File: src/rtl/pong_game_ctrl.sv
// Pong game-state controller: synchronises start/goal inputs and sequences the
// match through serve, play, point and win, driving the divider's start/win/score controls.
module pong_game_ctrl #(
  parameter int WIN_SCORE   = 7,
  parameter int SCORE_W     = 4,
  parameter int SERVE_DELAY = 50000000,
  parameter int DLY_W       = 26
) (
  input  logic               CLK_100MHz,
  input  logic               Reset,
  input  logic               btn_start,
  input  logic               goal_l,
  input  logic               goal_r,
  output logic               start,
  output logic               win,
  output logic               score,
  output logic [SCORE_W-1:0] score_l,
  output logic [SCORE_W-1:0] score_r,
  output logic               winner
);

  typedef enum logic [2:0] {IDLE, SERVE, PLAY, POINT, WON} state_t;

  localparam logic [DLY_W-1:0]   DLY_LOAD = DLY_W'(SERVE_DELAY - 1);
  localparam logic [SCORE_W-1:0] WIN_VAL  = SCORE_W'(WIN_SCORE);

  state_t            state, next_state;
  logic [DLY_W-1:0]  dly_cnt;
  logic [2:0]        in_s1, in_s2, in_prev;
  logic [2:0]        in_ev;
  logic              btn_ev, gl_ev, gr_ev;
  logic              win_reached;
  logic              start_d, win_d, score_d, winner_d;

  // bit 0 = btn_start, bit 1 = goal_l, bit 2 = goal_r
  always_ff @(posedge CLK_100MHz or posedge Reset) begin
    if (Reset) begin
      in_s1   <= '0;
      in_s2   <= '0;
      in_prev <= '0;
    end else begin
      in_s1   <= {goal_r, goal_l, btn_start};
      in_s2   <= in_s1;
      in_prev <= in_s2;
    end
  end

  assign in_ev  = in_s2 & ~in_prev;
  assign btn_ev = in_ev[0];
  assign gl_ev  = in_ev[1];
  assign gr_ev  = in_ev[2];

  assign win_reached = (score_l == WIN_VAL) || (score_r == WIN_VAL);

  always_ff @(posedge CLK_100MHz or posedge Reset) begin
    if (Reset) state <= IDLE;
    else       state <= next_state;
  end

  always_comb begin
    next_state = state;
    case (state)
      IDLE:    if (btn_ev) next_state = SERVE;
      SERVE:   if (dly_cnt == '0) next_state = PLAY;
      PLAY:    if (gl_ev || gr_ev) next_state = POINT;
      POINT:   next_state = win_reached ? WON : SERVE;
      WON:     if (btn_ev) next_state = IDLE;
      default: next_state = IDLE;
    endcase
  end

  // Outputs are decoded from the upcoming state so they change on the entering edge.
  always_comb begin
    start_d  = (next_state == PLAY) || (next_state == POINT) || (next_state == WON);
    win_d    = (next_state == WON);
    score_d  = (next_state == POINT);
    winner_d = 1'b0;
    if (next_state == WON) begin
      if (state == POINT) winner_d = (score_r == WIN_VAL);
      else                winner_d = winner;
    end
  end

  always_ff @(posedge CLK_100MHz or posedge Reset) begin
    if (Reset) begin
      start  <= 1'b0;
      win    <= 1'b0;
      score  <= 1'b0;
      winner <= 1'b0;
    end else begin
      start  <= start_d;
      win    <= win_d;
      score  <= score_d;
      winner <= winner_d;
    end
  end

  always_ff @(posedge CLK_100MHz or posedge Reset) begin
    if (Reset) begin
      dly_cnt <= '0;
    end else if (state != SERVE && next_state == SERVE) begin
      dly_cnt <= DLY_LOAD;
    end else if (state == SERVE && dly_cnt != '0) begin
      dly_cnt <= dly_cnt - 1'b1;
    end
  end

  // goal_l has priority when both goals land in the same cycle.
  always_ff @(posedge CLK_100MHz or posedge Reset) begin
    if (Reset) begin
      score_l <= '0;
      score_r <= '0;
    end else if (state == IDLE && btn_ev) begin
      score_l <= '0;
      score_r <= '0;
    end else if (state == PLAY) begin
      if (gl_ev) begin
        if (score_r < WIN_VAL) score_r <= score_r + 1'b1;
      end else if (gr_ev) begin
        if (score_l < WIN_VAL) score_l <= score_l + 1'b1;
      end
    end
  end

endmodule
File: config.mk
export PLATFORM = sky130hd
export DESIGN_NAME = pong_game_ctrl
export DESIGN_NICKNAME = d
export VERILOG_FILES = /design/src/rtl/pong_game_ctrl.sv
export SDC_FILE = /design/constraint.sdc
export NUM_CORES = 1
export LEC_CHECK = 0
export ABC_AREA = 1
export BUFFER_PORTS_ARGS = -buffer_cell sky130_fd_sc_hd__buf_4
export CORE_UTILIZATION = 65
export DETAILED_ROUTE_END_ITERATION = 16
export MAX_ROUTING_LAYER = met4
export PLACE_DENSITY = 0.86
export SYNTH_ARGS = -nofsm -noshare
export SYNTH_HDL_FRONTEND = slang
export SYNTH_SLANG_ARGS = --single-unit
File: constraint.sdc
create_clock -name CLK_100MHz -period 3.75 [get_ports CLK_100MHz]
set_input_delay 0.75 -clock CLK_100MHz [delete_from_list [all_inputs] [get_ports CLK_100MHz]]
set_output_delay 0.75 -clock CLK_100MHz [all_outputs]
set_load 0.03 [all_outputs]
==> results of run 1 <==
state kept, by name (all words and copies together) (netlist names):
| signal | flops |
|---|---|
| dly_cnt | 26 |
| in_prev | 3 |
| in_s1 | 3 |
| in_s2 | 3 |
| score | 1 |
| score_l | 4 |
| score_r | 4 |
| start | 1 |
| state | 3 |
| win | 1 |
| winner | 1 |
synthesized netlist by cell type (all sizes together):
master  instances  area, µm²
a21o            3      22.52
a21oi           7      35.03
buf             6      47.54
dfrtp          50       1251
ha              4      50.05
inv            41      153.9
nand2         135      514.3
nand3          40      200.2
nand3b          3      22.52
nand4          18      118.9
nor2           59      275.3
nor3            4      25.02
o21ai           5      25.02
or2             5      31.28
xnor2           1      8.760
xor2            3      26.28
metal layers:
metal | global-route usage | wire length (µm) | vias up
li1 | - | - | 1251
met5 | - | 0 | -
met2 | 0.4653 | 2721 | 81
met1 | 0.4230 | 2793 | 1142
met4 | 0.1117 | 86 | 0
met3 | 0.05912 | 374 | 10
per-stage QoR:
step                      instance area (µm²)  hold WS (ps)  total power [mW]
final                                    3064         357.6             1.990
after global routing                     3064         369.6             2.152
after CTS                                3064         362.1             1.976
after detailed placement                 2943         341.1             1.570
after global placement                   2943         332.5             1.538
after floorplan                          2808         331.2             1.404
worst paths after layout:
| check | start | endpoint | slack [ps] | cells past startpoint |
|---|---|---|---|---|
| max reg2reg | score_r[1]$_DFFE_PP0P_ | dly_cnt[19]$_DFFE_PP0P_ | 1580 | 10 |
| max | score_r[1]$_DFFE_PP0P_ | dly_cnt[19]$_DFFE_PP0P_ | 1580 | 10 |
| min in group asynchronous | Reset | dly_cnt[1]$_DFFE_PP0P_ | 700 | 2 |
| min reg2reg | in_s1[1]$_DFF_PP0_ | in_s2[1]$_DFF_PP0_ | 360 | 0 |
| max in group asynchronous | Reset | dly_cnt[22]$_DFFE_PP0P_ | 2440 | 2 |
| min | in_s1[1]$_DFF_PP0_ | in_s2[1]$_DFF_PP0_ | 360 | 0 |
layout by cell type (no fill, tap or decap), drive strengths merged:
master,count
or2,5
buf,16
nand2,135
clkbuf,6
a21oi,7
o21ai,5
bufinv,1
nand3b,3
a21o,3
nand4,18
xnor2,1
ha,4
nor3,4
nor2,59
inv,42
nand3,40
dfrtp,50
xor2,3
where the power goes:
group / switching, mW / internal (mW)
clock network: 0.183 / 0.220
registers: 0.174 / 0.667
logic: 0.485 / 0.261
total: 0.842 / 1.15
logic make-up (layout without fill, tap and decap cells):
group | Yosys count | count (layout)
adders and majority gates | 4 | 4
buffers and inverters | 47 | 65
AOI/OAI and AO/OA | 15 | 15
xor gates and xnor gates | 4 | 4
DFF | 50 | 50
and+or+nand+nor | 264 | 264
area by class of cell:
type	count	area [µm²]	share of cell area
multi-input cells	287	1355	0.4422
flip-flops and latches	50	1251	0.4083
inverters	41	153.9	0.05022
repair buffers	16	120.1	0.03920
clock buffers	6	82.58	0.02695
well taps	50	62.56	0.02042
clock inverters	2	38.79	0.01266
==> flow_results.org, run 1 <==
** Setup path
- Kind of capture point of the worst setup path :: register
- Among all stages on the critical path, the largest delay is contributed by sky130_fd_sc_hd__dfrtp_1.
- Kind of start point of the critical path :: register
- Data on the critical path is required at its endpoint by 3950 ps.
- Of all nets on the critical path, the largest fanout is 25.
- Cells along the critical path :: ha_1 > nand2_1 > nor2_1 > nor2_1 > nand2_1 > nand2_2 > inv_2 > nand2_2 > nand2_1 > nand2_1
- On the critical path the largest part of the delay comes from simple AND/OR/NAND/NOR gates.
- The critical path in this run is classified as reg2reg.
- At the worst endpoint, the arrival time is 2370 ps.
- Total buffers and inverters traversed by the critical path :: 1
- CP peak stage delay :: 400 ps
- Critical Path Most Common Cell :: sky130_fd_sc_hd__nand2_1

** Clocking
- Clock root buffer :: sky130_fd_sc_hd__clkbuf_8
- For the worst-skew pair, the clock arrives at the later sink with an insertion delay of 310 ps.
- The H-tree was split into 2 levels.
- TritonCTS built the clock tree.
- After clock tree synthesis, the clock-pin slew on the worst setup and hold paths is 90 ps.
- Clock net sink count :: 50
- Cells resized by post-CTS repair :: 0
- Clock buffer count from CTS :: 5
- Hold repair after CTS inserted 0 buffers.
- Clock Path Buffers :: 2
- In this run the post-CTS setup repair buffer count came out at 0.

** Final layout
- Filler cell count :: 316
- End-of-flow core utilization :: 0.7498
- From synthesis to final layout, the design area changed by 9.136%.
- Number of diodes :: 0
- Number of cells in the finished layout apart from fillers :: 452
- The final layout contains 410 nets.
- Share of final-layout standard cells stronger than drive strength 1 :: 0.1095

** Floorplanning
- Effective utilization at floorplan :: 0.6871
- The total area inside the core boundary comes to 4086 µm².
- 17 I/O pins were placed.
- In this run the horizontal extent of the chip is 67.73 µm.
- Y dimension of the die :: 67.73 µm
- The initialized floorplan defines 23 standard-cell rows.
- The floorplan step defined a die boundary enclosing 4587 µm².

** Detailed routing
- In the routed layout, each cell is associated on average with a via count of 5.496.
- The count of nets left with antenna violations once routing finished came out at 0.
- The pre-antenna-repair detailed-routing pass consisted of 4 iterations.
- In the routed design, unresolved DRC markers number 0.
- Detailed routing inserted a total of 2484 vias.
- 1st-iter DRT viols :: 193
- Routed len/inst :: 13.22 µm
- Total routed wirelength :: 5.976 mm

** STA
- Across the routed clock network, the largest skew measured is 7.784 ps.
- Final setup slack of the worst path :: 1582 ps
- Share of the clock period used by the worst path after layout :: 0.5782
- Crit path time final :: 2168 ps
- The count of endpoints failing hold in the final timing report is 0.
- For the pin with the worst max-slew slack, the measured transition is 1018 ps.
- The final max-slew violation count is 0.
- Setup violators final :: 0
- Setup repair after global routing left no endpoint under its margin.
- Based on the critical path, the design can be clocked at up to 461.2 MHz.
- In this run the tightest slew margin relative to its limit is 0.3200.
- For the final routed database, the setup TNS stands at 0 ps.

** Job
- Across the run, the number of max-cap violations was 0.

** Synth
- Syn Nets :: 393
- Counting flops and latches in the post-synthesis netlist gives 50.
- Xor/xnor share of the synthesized area :: 0.01248
- Post-synth design cell area :: 2808 µm²
- Synthesized-area fraction occupied by ao, oa, aoi and oai cells :: 0.02941
- Counting every instance in the synthesized netlist gives 384.
- Dividing the synthesized area by the synthesized cell count gives 7.312 µm².
- The synthesized netlist contains 26 unique library cells.
- Of the post-synthesis cell area, the part taken by muxes is 0.
- Area share of and/or/nand/nor cells after synthesis :: 0.4229
- Sequential-to-total area share from yosys stat :: 0.4456
- After synthesis, the largest family of logic cells by area is simple AND/OR/NAND/NOR gates.
- Of the total synthesized cell area, the portion taken by full adders, half adders and majority gates is 0.01783.
- The Yosys step of the flow raised 0 warnings.

** GRT
- Summed over all layers, the global routing overflow is 0.
- Global-route usage over all layers :: 0.3128
- The via count of the first global-routing pass came to 2306.
- The number of antenna violations at the first check in global routing was 0.
- The first global-routing pass estimated 10.21 mm of wire.
- Maximum number of pins on one net before global-route repair :: 51

** Placed design
- After detailed placement, the design holds a cell count of 444.
- Once detailed placement completed, the half-perimeter wirelength came to 4.296 mm.
- In this run the tool buffered the top-level ports with 16 buffer cells.
- Timing analysis after detailed placement gives a worst setup slack of 1627 ps.
- GP Congestion :: 0.9498

** Hold path
- Type of the most critical hold path :: reg2reg

** Pwr
- Total power per unit cell area :: 649.5 nW/µm²
- Peak supply drop :: 0.0003923 V
- For this design the static power due to leakage is 1.672 nW.

** Outcome
- Run status :: finished clean
Note: power is estimated with default switching activity, not from simulation.
==> inputs of run 2 (changes only) <==
--- a/config.mk
+++ b/config.mk
@@ -5,12 +5,12 @@
 export SDC_FILE = /design/constraint.sdc
 export NUM_CORES = 1
 export LEC_CHECK = 0
-export ABC_AREA = 1
+export ABC_AREA = 0
 export BUFFER_PORTS_ARGS = -buffer_cell sky130_fd_sc_hd__buf_4
-export CORE_UTILIZATION = 65
+export CORE_UTILIZATION = 54
 export DETAILED_ROUTE_END_ITERATION = 16
 export MAX_ROUTING_LAYER = met4
-export PLACE_DENSITY = 0.86
+export PLACE_DENSITY = 0.77
 export SYNTH_ARGS = -nofsm -noshare
 export SYNTH_HDL_FRONTEND = slang
 export SYNTH_SLANG_ARGS = --single-unit
==> constraint.sdc (replaced) <==
create_clock -name CLK_100MHz -period 1.8 [get_ports CLK_100MHz]
set_input_delay 0.36 -clock CLK_100MHz [delete_from_list [all_inputs] [get_ports CLK_100MHz]]
set_output_delay 0.36 -clock CLK_100MHz [all_outputs]
set_load 0.03 [all_outputs]
==> flow_results.org, run 2 <==
** Pwr
- The net switching share of the total power is 0.2941 (-0.1289).
- Internal power :: 1.942 mW (+69%)
- The static leakage was 1.537 nW (-8.1%).
- Design Power :: 2.752 mW (+38%)
- Clk network pwr share :: 0.256 (+0.054)
- Sequential cell fraction of total power :: 0.476 (+0.053)
- The peak supply drop is 0.0006317 V (+61%).
- The combinational share of power is 0.269 (-0.106).
- Total power per unit cell area :: 777.4 nW/µm² (+20%)
- Switching Power :: 809.3 µW (-3.9%)

** STA
- The setup slack of the critical path after layout is -521.2 ps (-2103 ps).
- Headroom to the max-slew limit :: 0.5008 (+0.1808)
- Tightest hold margin :: 31.20 ps (-326.4 ps)
- Total count of max-transition violations in the final report :: 0 (unchanged)
- Post-route setup TNS :: -11610 ps (-11610 ps)
- Tightest Pin Transition :: 744.3 ps (-274.2 ps)
- Setup repair after global routing could not meet its margin everywhere.
- Final Skew :: 8.610 ps (+0.8257 ps)
- Setup violators final :: 29 (+29)
- The count of endpoints failing hold in the final timing report is 0 (unchanged).
- Share of the clock period used by the worst path after layout :: 1.290 (+0.7113)
- Maximum clock frequency :: 430.8 MHz (-6.6%)
- Crit path time final :: 2321 ps (+152.9 ps)

** Synth
- Average size of a mapped cell :: 10.44 µm² (+43%)
- Post-synth top cells :: sky130_fd_sc_hd__dfrtp_1 (50), sky130_fd_sc_hd__nand2_1 (24), sky130_fd_sc_hd__nor2_1 (22), sky130_fd_sc_hd__xor2_1 (20), sky130_fd_sc_hd__nor4_1 (10)
- Count of cell types in the netlist :: 50 (+92%)
- Post-synth design cell area :: 2506 µm² (-11%)
- The number of register bits inferred by synthesis was 50 (unchanged).
- Number of flops mapped to enable cells by yosys :: 0 (unchanged)
- In the post-synthesis netlist, the biggest area contributors are sky130_fd_sc_hd__dfrtp_1 (50%), sky130_fd_sc_hd__xor2_1 (7.0%), sky130_fd_sc_hd__nand2_1 (3.6%).
- Asr flop ratio synth :: 1.000 (unchanged)
- Synth area leader :: sky130_fd_sc_hd__dfrtp_1
- Sequential-to-total area share from yosys stat :: 0.4993 (+0.05362)
- Fraction of synthesized cell area taken by the top area cell type :: 0.4993 (+0.05362)
- The count of yosys warnings during synthesis was 0 (unchanged).
- The most used flip-flop cell after synthesis is sky130_fd_sc_hd__dfrtp_1.
- Cell with the most instances after synthesis :: sky130_fd_sc_hd__dfrtp_1
- The net count after synthesis was 249 (-37%).
- The number of standard cells after synthesis is 240 (-38%).

** GRT
- Residual overflow from global routing :: 0 (unchanged)
- The via count of the first global-routing pass is 2262 (-1.9%).
- The number of antenna violations at the first check in global routing is 0 (unchanged).
- The combined global-route utilization of all metal layers came to 0.2801 (-0.03263).
- Global-route wire length before repair :: 10.37 mm (+1.6%)
- The maximum number of pins on one net before global-route repair was 34 (-33%).

** Setup path
- The endpoint required time on the critical path is 2000 ps (-1950 ps).
- Gate family responsible for the most delay along the worst path :: simple AND/OR/NAND/NOR gates
- STA classifies the critical path startpoint as a register.
- The slowest stage of the critical path belongs to the cell sky130_fd_sc_hd__or4b_4.
- Worst path arrival time :: 2520 ps (+150 ps)
- The largest stage delay on the critical path is 630 ps (+230 ps).
- Register-to-register setup slack :: -520 ps (-2100 ps)
- Launch instance of the worst register-to-register path :: dly_cnt[11]$_DFFE_PP0P_
- Total buffers and inverters traversed by the critical path :: 1 (unchanged)
- The largest fanout of any net on the critical path came to 8 (-68%).
- The worst setup path is of the reg2reg kind.
- Depth of the most critical reg-to-reg path :: 6 (-4)
- The worst setup path is captured at a register.
- Traced cell by cell, the critical path runs through or4_4 > or4b_4 > buf_6 > o2111ai_2 > xor2_1 > nand2_1.
- The endpoint identified for the worst register-to-register timing path is dly_cnt[23]$_DFFE_PP0P_.

** Outcome
- The final reports fail on negative setup slack.
- The run finished, with violations left.

** Final layout
- Filler cell count :: 254 (-20%)
- Commonest non-fill, non-tap cell in the layout :: sky130_fd_sc_hd__buf_4
- The post-route non-filler standard cell count came to 382 (-15%).
- The share of post-route cells with drive strength above 1 was 0.4242 (+0.3148).
- Synth-to-layout area growth :: 41.24%
- Final net count :: 338 (-18%)
- Number of diodes :: 0 (unchanged)
- The flip-flop count of the largest register, all copies and words added is 26 (unchanged).
- Largest registers :: dly_cnt (26), score_l (4), score_r (4)
- Final cell area excluding filler cells :: 3540 µm² (+16%)
- In the layout the commonest cells are sky130_fd_sc_hd__buf_4 (79), sky130_fd_sc_hd__dfrtp_1 (50), sky130_fd_sc_hd__nand2_1 (22), sky130_fd_sc_hd__nor2_1 (22), sky130_fd_sc_hd__xor2_1 (20).
- The register with the most flip-flops in the final layout is dly_cnt.

** Detailed routing
- 1st-iter DRT viols :: 148 (-23%)
- The detail-routed via count per cell is 5.877 (+6.9%).
- The routed length per placed instance came to 17.11 µm (+29%).
- Total routed wirelength :: 6.537 mm (+9.4%)
- Total vias in the final route :: 2245 (-9.6%)
- First-pass DRT Iterations :: 4 (unchanged)
- Post-detailed-route DRC marker count :: 0 (unchanged)
- The post-detailed-route count of antenna-violating nets was 0 (unchanged).

** Placed design
- # port buffers :: 16 (unchanged)
- Cell total after placement :: 369 (-17%)
- The post-detailed-placement half-perimeter wirelength is 4.405 mm (+2.5%).
- GP Congestion :: 0.8564 (-9.8%)
- Area after DPL :: 3203 µm² (+8.8%)

** Hold path
- Type of the most critical hold path :: in2async

** Clocking
- Source-to-sink clock delay at the later pin of the worst-skew pair :: 310 ps (about the same)
- TritonCTS built the clock tree.
- The clock buffer count from CTS is 5 (unchanged).
- The maximum number of buffers from clock root to sink was 2 (unchanged).
- The tree is rooted in a sky130_fd_sc_hd__clkbuf_8.
- Clock net sink count :: 50 (unchanged)
- Level count of the clock H-tree :: 2 (unchanged)
- Clock-pin slew on the worst setup and hold paths :: 90 ps (about the same)

** Job
- The max-cap check violation count is 0 (unchanged).

** Floorplanning
- The initial core utilization came to 0.5677 (-0.1193).
- The horizontal extent of the die came to 70.13 µm (+3.5%).
- Area of the die :: 4918 µm² (+7.2%)
- The die boundary height was 70.13 µm (+3.5%).
- The row count is 24 (+4.3%).
- I/O pins :: 17 (unchanged)
- Core footprint :: 4414 µm² (+8.0%)
[run 2: cell count changes in the layout (fill, tap and decap cells not counted), sizes merged, moves of 11 or more]
cell	change
nand2	-111
buf	+75
inv	-36
nand3	-36
nor2	-36
xor2	+17
nand4	-15
nor4	+11
[run 2: logic make-up after synthesis]
logic type      after synthesis  synth area share
flops                        50            0.4993
simple gates                106            0.2322
fa+ha+maj                     4           0.01997
xor+xnor                     24           0.08387
buf+inv                      14           0.03195
compound gates               40            0.1248
mux                           2          0.007988
[run 2: worst max-delay path by stage]
stage	startpoint	to	slack [ps]	cells past startpoint
global route	dly_cnt[11]$_DFFE_PP0P_	dly_cnt[23]$_DFFE_PP0P_	-570	6
finish	dly_cnt[11]$_DFFE_PP0P_	dly_cnt[23]$_DFFE_PP0P_	-520	6
detailed placement	dly_cnt[1]$_DFFE_PP0P_	dly_cnt[16]$_DFFE_PP0P_	-500	7
floorplan	dly_cnt[16]$_DFFE_PP0P_	dly_cnt[13]$_DFFE_PP0P_	-470	8
CTS	dly_cnt[1]$_DFFE_PP0P_	dly_cnt[16]$_DFFE_PP0P_	-450	7
global placement	dly_cnt[1]$_DFFE_PP0P_	dly_cnt[16]$_DFFE_PP0P_	-470	7
[run 2: what timing repair did]
action / in CTS / in global routing
gates resized for setup: 26 / 15
hold buffers: 0 / 0
pin swaps: 14 / 26
gates cloned: 0 / 1
endpoints found under the setup margin: 33 / 33
buffers inserted: 1 / 3
[run 2: stage by stage]
stage	utilization	setup slack, ps
4_1_cts	0.7772	-452.7
3_3_place_gp	0.7256	-473.2
5_1_grt	0.8019	-569.7
6_report	0.8019	-521.2
3_5_place_dp	0.7256	-500.9
2_1_floorplan	-	-474.0
[run 2: metal layers]
| layer | track usage | vias to the layer above | share of wire |
|---|---|---|---|
| li1 | - | 1056 | - |
| met1 | 0.3362 | 1107 | 0.42 |
| met2 | 0.4615 | 64 | 0.51 |
| met3 | 0.07215 | 18 | 0.051 |
| met4 | 0.09333 | 0 | 0.022 |
| met5 | - | - | 0 |
[run 2: layout make-up]
cell class / instances / area (µm²) / area share
multi-input combinational: 176 / 1360 / 0.3842
sequential: 50 / 1251 / 0.3535
timing repair buffer: 91 / 745.7 / 0.2107
clock buffer: 6 / 82.58 / 0.02333
tap: 52 / 65.06 / 0.01838
inverter: 5 / 18.77 / 0.005302
clock inverter: 2 / 16.27 / 0.004595
[run 2: power groups by stage]
| stage | Clock (mW) | Combinational, mW | Sequential, mW |
|---|---|---|---|
| after floorplan | 0 | 0.310 | 1.37 |
| after CTS | 0.716 | 0.725 | 1.31 |
| after detailed placement | 0 | 0.692 | 1.33 |
| after global routing | 0.755 | 0.812 | 1.32 |
| after global placement | 0 | 0.670 | 1.32 |
| final | 0.704 | 0.739 | 1.31 |
